<file path="src/rtl/proj_pkg.sv">
// Shared parameters, state type and width helpers for the fragment extender datapath.
package proj_pkg;

  localparam int FM_EXTENDER_FRAG_LEN_BITS     = 16;
  localparam int SORTER_EXTENDER_INDICES_COUNT = 4;
  localparam int INDICE_LEN                    = 8;
  localparam int EXTENDER_OUT_PART_LEN         = 4;

  typedef enum logic [0:0] {
    IDLE   = 1'b0,
    STREAM = 1'b1
  } ext_ctrl_state_t;

  function automatic int parts_count(input int frag_bits, input int part_bits);
    return frag_bits / part_bits;
  endfunction

  // Counter width; a modulus of 1 still gets a 1-bit counter that never leaves 0.
  function automatic int cnt_width(input int modulus);
    return (modulus > 1) ? $clog2(modulus) : 1;
  endfunction

  function automatic int num_width(input int max_count);
    return $clog2(max_count) + 1;
  endfunction

endpackage

</file>
<file path="src/rtl/proj_wrap_counter.sv">
// Modulo-N up counter with synchronous clear (priority) and enable; wrap_o flags the last count.
module proj_wrap_counter #(
  parameter int MODULUS = 4,
  parameter int WIDTH   = 2
) (
  input  logic             clk,
  input  logic             rst_n,
  input  logic             clear_i,
  input  logic             en_i,
  output logic [WIDTH-1:0] cnt_o,
  output logic             wrap_o
);

  logic [WIDTH-1:0] cnt_q;
  logic [WIDTH-1:0] cnt_d;

  assign wrap_o = (cnt_q == WIDTH'(MODULUS - 1));
  assign cnt_o  = cnt_q;

  always_comb begin
    cnt_d = cnt_q;
    if (clear_i) begin
      cnt_d = '0;
    end else if (en_i) begin
      cnt_d = wrap_o ? '0 : cnt_q + WIDTH'(1);
    end else begin
      cnt_d = cnt_q;
    end
  end

  always_ff @(posedge clk or negedge rst_n) begin
    if (!rst_n) begin
      cnt_q <= '0;
    end else begin
      cnt_q <= cnt_d;
    end
  end

endmodule

</file>
<file path="src/rtl/proj_extender_ctrl.sv">
// Streams a batch of k-mer indices, each paired with every FRAG_PART-wide slice of the fragment,
// as valid/ready beats (index-major, part-minor) with position flags and an end-of-batch pulse.
module proj_extender_ctrl
  import proj_pkg::*;
#(
  parameter int FRAG_LEN_BITS = proj_pkg::FM_EXTENDER_FRAG_LEN_BITS,
  parameter int INDICES_COUNT = proj_pkg::SORTER_EXTENDER_INDICES_COUNT,
  parameter int INDICE_LEN    = proj_pkg::INDICE_LEN,
  parameter int FRAG_PART     = proj_pkg::EXTENDER_OUT_PART_LEN,
  localparam int PARTS_COUNT  = parts_count(FRAG_LEN_BITS, FRAG_PART),
  localparam int PART_W       = cnt_width(PARTS_COUNT),
  localparam int IDX_W        = cnt_width(INDICES_COUNT),
  localparam int NUM_W        = num_width(INDICES_COUNT)
) (
  input  logic                                    clk,
  input  logic                                    rst_n,
  input  logic                                    in_valid,
  output logic                                    in_ready,
  input  logic [FRAG_LEN_BITS-1:0]                in_fragment,
  input  logic [INDICES_COUNT-1:0][INDICE_LEN-1:0] in_kmer_indices,
  input  logic [NUM_W-1:0]                        in_num_indices,
  input  logic                                    abort,
  output logic                                    out_valid,
  input  logic                                    out_ready,
  output logic [FRAG_PART-1:0]                    out_frag_part,
  output logic [INDICE_LEN-1:0]                   out_index,
  output logic [PART_W-1:0]                       out_part_idx,
  output logic                                    out_first_part,
  output logic                                    out_last_part,
  output logic                                    out_last,
  output logic                                    busy,
  output logic                                    done
);

  ext_ctrl_state_t                         state_q, state_d;
  logic [FRAG_LEN_BITS-1:0]                frag_q, frag_d;
  logic [INDICES_COUNT-1:0][INDICE_LEN-1:0] idx_mem_q, idx_mem_d;
  logic [NUM_W-1:0]                        count_q, count_d;
  logic [IDX_W-1:0]                        idx_q, idx_d;
  logic                                    done_q, done_d;

  logic              stream_s;
  logic              hs_s;
  logic              last_idx_s;
  logic              fin_s;
  logic              accept_s;
  logic [NUM_W-1:0]  num_sat_s;
  logic [PART_W-1:0] part_cnt_s;
  logic              part_wrap_s;

  assign stream_s   = (state_q == STREAM);
  assign hs_s       = stream_s & out_ready;
  assign last_idx_s = ((NUM_W'(idx_q) + NUM_W'(1)) == count_q);
  assign fin_s      = hs_s & part_wrap_s & last_idx_s;
  // A new batch may land on the final handshake so the stream continues without a bubble.
  assign in_ready   = ~abort & (~stream_s | fin_s);
  assign accept_s   = in_valid & in_ready;
  assign num_sat_s  = (in_num_indices > NUM_W'(INDICES_COUNT)) ? NUM_W'(INDICES_COUNT)
                                                               : in_num_indices;

  proj_wrap_counter #(
    .MODULUS (PARTS_COUNT),
    .WIDTH   (PART_W)
  ) u_part_cnt (
    .clk     (clk),
    .rst_n   (rst_n),
    .clear_i (abort | accept_s),
    .en_i    (hs_s),
    .cnt_o   (part_cnt_s),
    .wrap_o  (part_wrap_s)
  );

  always_comb begin
    state_d   = state_q;
    frag_d    = frag_q;
    idx_mem_d = idx_mem_q;
    count_d   = count_q;
    idx_d     = idx_q;
    done_d    = 1'b0;
    if (abort) begin
      state_d = IDLE;
      idx_d   = '0;
    end else if (accept_s) begin
      frag_d    = in_fragment;
      idx_mem_d = in_kmer_indices;
      count_d   = num_sat_s;
      idx_d     = '0;
      state_d   = (num_sat_s != NUM_W'(0)) ? STREAM : IDLE;
      done_d    = fin_s | (num_sat_s == NUM_W'(0));
    end else if (fin_s) begin
      state_d = IDLE;
      idx_d   = '0;
      done_d  = 1'b1;
    end else if (hs_s && part_wrap_s) begin
      idx_d = idx_q + IDX_W'(1);
    end else begin
      idx_d = idx_q;
    end
  end

  always_ff @(posedge clk or negedge rst_n) begin
    if (!rst_n) begin
      state_q   <= IDLE;
      frag_q    <= '0;
      idx_mem_q <= '0;
      count_q   <= '0;
      idx_q     <= '0;
      done_q    <= 1'b0;
    end else begin
      state_q   <= state_d;
      frag_q    <= frag_d;
      idx_mem_q <= idx_mem_d;
      count_q   <= count_d;
      idx_q     <= idx_d;
      done_q    <= done_d;
    end
  end

  // Flags are gated by out_valid so they read zero while idle and in reset.
  assign out_valid      = stream_s;
  assign busy           = stream_s;
  assign done           = done_q;
  assign out_frag_part  = frag_q[FRAG_PART*int'(part_cnt_s) +: FRAG_PART];
  assign out_index      = idx_mem_q[idx_q];
  assign out_part_idx   = part_cnt_s;
  assign out_first_part = stream_s & (part_cnt_s == PART_W'(0));
  assign out_last_part  = stream_s & part_wrap_s;
  assign out_last       = stream_s & part_wrap_s & last_idx_s;

endmodule

</file>
<file path="config.mk">
export PLATFORM = sky130hd
export DESIGN_NAME = proj_extender_ctrl
export DESIGN_NICKNAME = d
export VERILOG_FILES = /design/src/rtl/proj_pkg.sv /design/src/rtl/proj_wrap_counter.sv /design/src/rtl/proj_extender_ctrl.sv
export SDC_FILE = /design/constraint.sdc
export NUM_CORES = 1
export LEC_CHECK = 0
export CAP_MARGIN = 5
export CORE_MARGIN = 2
export CORE_UTILIZATION = 51
export DETAILED_ROUTE_END_ITERATION = 8
export GPL_ROUTABILITY_DRIVEN = 0
export PLACE_DENSITY = 0.85
export SLEW_MARGIN = 15
export SYNTH_ARGS = -nofsm -noshare
export SYNTH_HDL_FRONTEND = slang
export SYNTH_SLANG_ARGS = --single-unit
</file>
<file path="constraint.sdc">
create_clock -name clk -period 6.1 [get_ports clk]
set_clock_uncertainty 0.2 [all_clocks]
set_input_delay 1.22 -clock clk [delete_from_list [all_inputs] [get_ports clk]]
set_output_delay 1.22 -clock clk [all_outputs]
set_load 0.1 [all_outputs]
</file>
After elaboration in Yosys (flattened, before gate mapping). Cells that the tools add are included.

Register bits: 57.

Reductions and logical operators: 8. Eq/ne operators: 2. Mux-type cells: 17. Bitwise gates (word level): 13. Magnitude comparators: 2. Shift-type cells: 1. $add $sub $neg: 3.

Operators with widths (number): $bmux 8 s2 (1); $shiftx 16x5->4 (1); $mux 2 (7); $and 1x1->1 (8); $mux 8 (1); $mux 1 (7); $reduce_bool 3->1 (2); $add 2x1->2 const B (2); $reduce_bool 4->1 (1); $add 2x1->3 const B (1); $eq 3x3->1 (1); $gt 3x3->1 const B (1); $logic_not 3->1 (1); $lt 2x3->1 const B (1); $mux 3 (1); $or 1x1->1 (3); $eq 2x2->1 const B (1); $logic_not 2->1 (1); $not 1->1 (2); $reduce_and 2->1 (1); $reduce_bool 2->1 (1); $logic_and 1x1->1 (1).

Longest topological paths before layout.
Depth in word-level cells: 8. Mapped depth: 7. Gate-level depth less buffers: 5.

By module. Synthesis repeated with hierarchy kept, for this count alone.

Cells, all modules: 166. Area, all modules: 2583.7 um^2.

By module, submodules not included: proj_extender_ctrl (times used 1, area an instance 2483.6 um^2, sequential area each 1376.3 um^2, cells an instance 158); proj_wrap_counter (times used 1, area an instance 100.1 um^2, sequential area each 50.0 um^2, cells an instance 8).

Worst setup path before layout. OpenSTA, ideal clock, no wires.

Path kind: reg-to-output. Start: register u_part_cnt.cnt_q[1], in the netlist u_part_cnt.cnt_o[1]. End: output out_last. Data required time: 4.680 ns. Setup slack: 1.634 ns. Arrival: 3.046 ns. Path buffers: 0. Cell stages (with the launch flop): 4. Path through: dfrtp_1 -> ha_1 -> and2_1 -> and2_1.

Cells in the longest elaborated chain, start to end: 3.

RTL lines: start, declared (RTL line proj_wrap_counter.sv:14) `logic [WIDTH-1:0] cnt_q;`; start signal, assigned (RTL line proj_wrap_counter.sv:35) `cnt_q <= cnt_d;`; $eq 2x2->1 (RTL line proj_wrap_counter.sv:17) `assign wrap_o = (cnt_q == WIDTH'(MODULUS - 1));`; $and 1x1->1; named net out_last_part (RTL line proj_extender_ctrl.sv:29) `output logic out_last_part,`; $and 1x1->1 (RTL line proj_extender_ctrl.sv:128) `assign out_last = stream_s & part_wrap_s & last_idx_s;`; end, declared (RTL line proj_extender_ctrl.sv:30) `output logic out_last,`.

The timed path passes the listed nets, and every way through them passes these cells.

Worst setup path in the final report.
Start: register idx_q[0]. End: output in_ready.

Cells in the longest elaborated chain, start to end: 5.

RTL lines: start, declared (RTL line proj_extender_ctrl.sv:39) `logic [IDX_W-1:0] idx_q, idx_d;`; start signal, assigned (RTL line proj_extender_ctrl.sv:114) `idx_q <= idx_d;`; $add 2x1->3 (RTL line proj_extender_ctrl.sv:53) `assign last_idx_s = ((NUM_W'(idx_q) + NUM_W'(1)) == count_q);`; $eq 3x3->1 (RTL line proj_extender_ctrl.sv:53); $and 1x1->1 (RTL line proj_extender_ctrl.sv:54) `assign fin_s = hs_s & part_wrap_s & last_idx_s;`; $or 1x1->1 (RTL line proj_extender_ctrl.sv:56) `assign in_ready = ~abort & (~stream_s | fin_s);`; $and 1x1->1 (RTL line proj_extender_ctrl.sv:56); end, declared (RTL line proj_extender_ctrl.sv:18) `output logic in_ready,`.

No other way between the ends.

==> impl_metrics.yaml <==
sta:
  fin_tns_setup_ns: 0
  min_period_ns: 4.96
  hold_viol_final: 0
  finalMaxSlewViolations: 0
  fin_hold_ws_ns: 0.282
  worst_slew_margin_rel_pct: 26.3
  fmax_mhz: 201
  rsz0062_at_grt: "false"
  fin_crit_sh_pct: 81.4
  tightest_slew_ns: 1.11
  setup_viol: 0
cells_and_area:
  design_area_mm2: 0.00360
  area_growth_pct: 37.3
  drive_above_1_share_pct: 13.0
  post-route-util_pct: 71.5
  nNetsFinal: 308
  layout_commonest_cell: "clkdlybuf4s50_1"
  final_cell_mix: "75 x clkdlybuf4s50_1, 57 x dfrtp_1, 50 x mux2_1"
  diodes: 0
  fin_cells: 324
logic_synthesis:
  seq_area_frac_synth_pct: 54.3
  synth_seq_cells: 57
  syn_area_mm2: 0.00263
  synthDistinctLibCells: 29
  syn_avg_cell_area_um2: 15.4
  syn-num-nets: 230
  yosys_warnings: 0
  synthCells: 171
grt:
  use_met1_pct: 25.2
  antenna_found_initial: 0
  gr-total-overflow: 0
  grtUsageMet3_pct: 3.97
  track_usage_pct: 19.3
  grt_pass1_vias: 1674
  global_route.usage.met2_pct: 30.2
  busiest_layer: "met2"
  grt_max_degree: 58
  grt_pass1_wl_um: 7880
placed_design:
  place_area_mm2: 0.00339
  dp_hpwl_um: 3500
  dp.cells: 308
  port_buffers: 76
worst_setup_path:
  crit_fanout: 12
  start_kind: "flip-flop"
  criticalPathCategory: "flip-flop to primary output"
  setup.worst_path.end_class: "primary output"
  cp.arrival_ns: 3.54
  cp_data_required_time_ns: 4.68
clock_network:
  root_buffer: "clkbuf_8"
  postCtsSetupRepairBufs: 0
  ctsResizeCount: 0
  cts.clk_slew.worst_paths_ns: 0.07
  htreeDepth: 3
  hold_buffers: 0
  cts.path.max_buffers: 2
  cts_tree: "yes"
  clk_latency_ns: 0.32
  clock-sinks: 57
  numCtsBuffers: 9
detailed_routing:
  viasPerCell: 5.20
  vias: 1684
  wirelength_um: 4960
  detail-route-antenna-nets: 0
  wl_per_cell_um: 15.3
  drc_errors: 0
  initialDrtViolationCount: 74
  dr.pass1.iters: 6
flow_run:
  cap_violations: 0
floorplan:
  coreArea_mm2: 0.00504
  die_area_mm2: 0.00574
  die_h_um: 75.7
  initial_core_util_pct: 52.1
  std_cell_rows: 26
  die_x_um: 75.7
  io_pins: 77
power:
  worst_ir_drop_vdd_mv: 0.295
  power_leakage_nw: 1.49
  pwr_density_cell_mw_per_mm2: 335
outcome:
  status: "completed"
min_path:
  holdCritPathClass: "flip-flop to flip-flop"
Yosys cell counts:
cell type	count	area, um^2
nor2b_1	3	18.8
a2bb2oi_1	1	8.76
a41o_1	1	10.0
and2_1	4	25.0
a311oi_1	1	8.76
mux2_1	50	563
xor2_1	2	17.5
buf_2	1	5.00
xnor2_1	1	8.76
nand2b_1	1	6.26
ha_1	3	37.5
clkbuf_1	2	7.51
or3_1	1	6.26
nand3_1	2	10.0
buf_4	2	15.0
nand2_1	3	11.3
nor3_2	1	10.0
dfrtp_1	57	1430
mux4_2	12	270
o21ba_2	1	10.0
nor2_1	5	18.8
inv_1	3	11.3
mux2i_1	1	10.0
a32o_1	1	10.0
buf_6	5	56.3
mux2_2	1	11.3
a21oi_1	3	15.0
and3_1	1	6.26
nor3_1	2	10.0
cells by family (layout without fill, tap and decap cells):
family | after synthesis | after routing | synth area share, %
xor+xnor | 3 | 3 | 1.00
flops | 57 | 57 | 54.3
fa+ha+maj | 3 | 3 | 1.43
mux | 64 | 64 | 32.6
buf+inv | 13 | 96 | 3.62
compound gates | 8 | 8 | 2.38
simple gates | 23 | 23 | 4.67
sequential cells by signal, summed over array words and instances (netlist names):
signal            flops
count_q               3
frag_q               16
idx_q                 2
busy                  1
done                  1
idx_mem_q            32
u_part_cnt.cnt_o      2
critical path, stage by stage, from the launching register on:
cell and delay (ns):
dfrtp_1 0.77, ha_1 0.37, xor2_1 0.18, nor3_2 0.39
nand3_1 0.16, a21oi_1 0.19, clkdlybuf4s50_1 1.16
cell type report:
type | instances | area [um^2]
multi-input combinational | 101 | 1100
inverter | 3 | 11.3
sequential | 57 | 1430
tap | 70 | 87.6
clock inverter | 6 | 82.6
clock buffer | 10 | 128
timing repair buffer | 77 | 763
fill | 348 | 1440
through the flow:
stage	power, W	setup slack (ns)
floorplan	0.000740	1.63
global placement	0.000835	1.50
detailed placement	0.000844	1.46
global route	0.00126	0.908
CTS	0.00122	1.09
finish	0.00121	1.14
routing by layer:
metal	part of all wire [%]	up-vias
met5	0	-
met4	1.8	0
met3	3.5	9
met2	52	42
met1	43	848
li1	-	785
final timing paths:
| check | startpoint | end | slack, ns | cells past startpoint |
|---|---|---|---|---|
| max reg2reg | idx_q[0]$_DFFE_PN0P_ | idx_mem_q[13]$_DFFE_PN0P_ | 2.63 | 5 |
| max in group asynchronous | rst_n | u_part_cnt.cnt_o[1]$_DFFE_PN0P_ | 4.38 | 2 |
| min | frag_q[11]$_DFFE_PN0P_ | frag_q[11]$_DFFE_PN0P_ | 0.28 | 1 |
| min reg2reg | frag_q[11]$_DFFE_PN0P_ | frag_q[11]$_DFFE_PN0P_ | 0.28 | 1 |
| max | idx_q[0]$_DFFE_PN0P_ | in_ready | 1.14 | 6 |
| min in group asynchronous | rst_n | frag_q[3]$_DFFE_PN0P_ | 0.83 | 2 |
where the power goes:
| group | switching [W] | leakage [nW] | internal [W] |
|---|---|---|---|
| clock | 0.000142 | 0.106 | 0.000228 |
| sequential | 0.0000363 | 0.684 | 0.000451 |
| combinational | 0.000215 | 0.697 | 0.000134 |
| total | 0.000393 | 1.49 | 0.000812 |
Power figures use the tool's default switching activity.
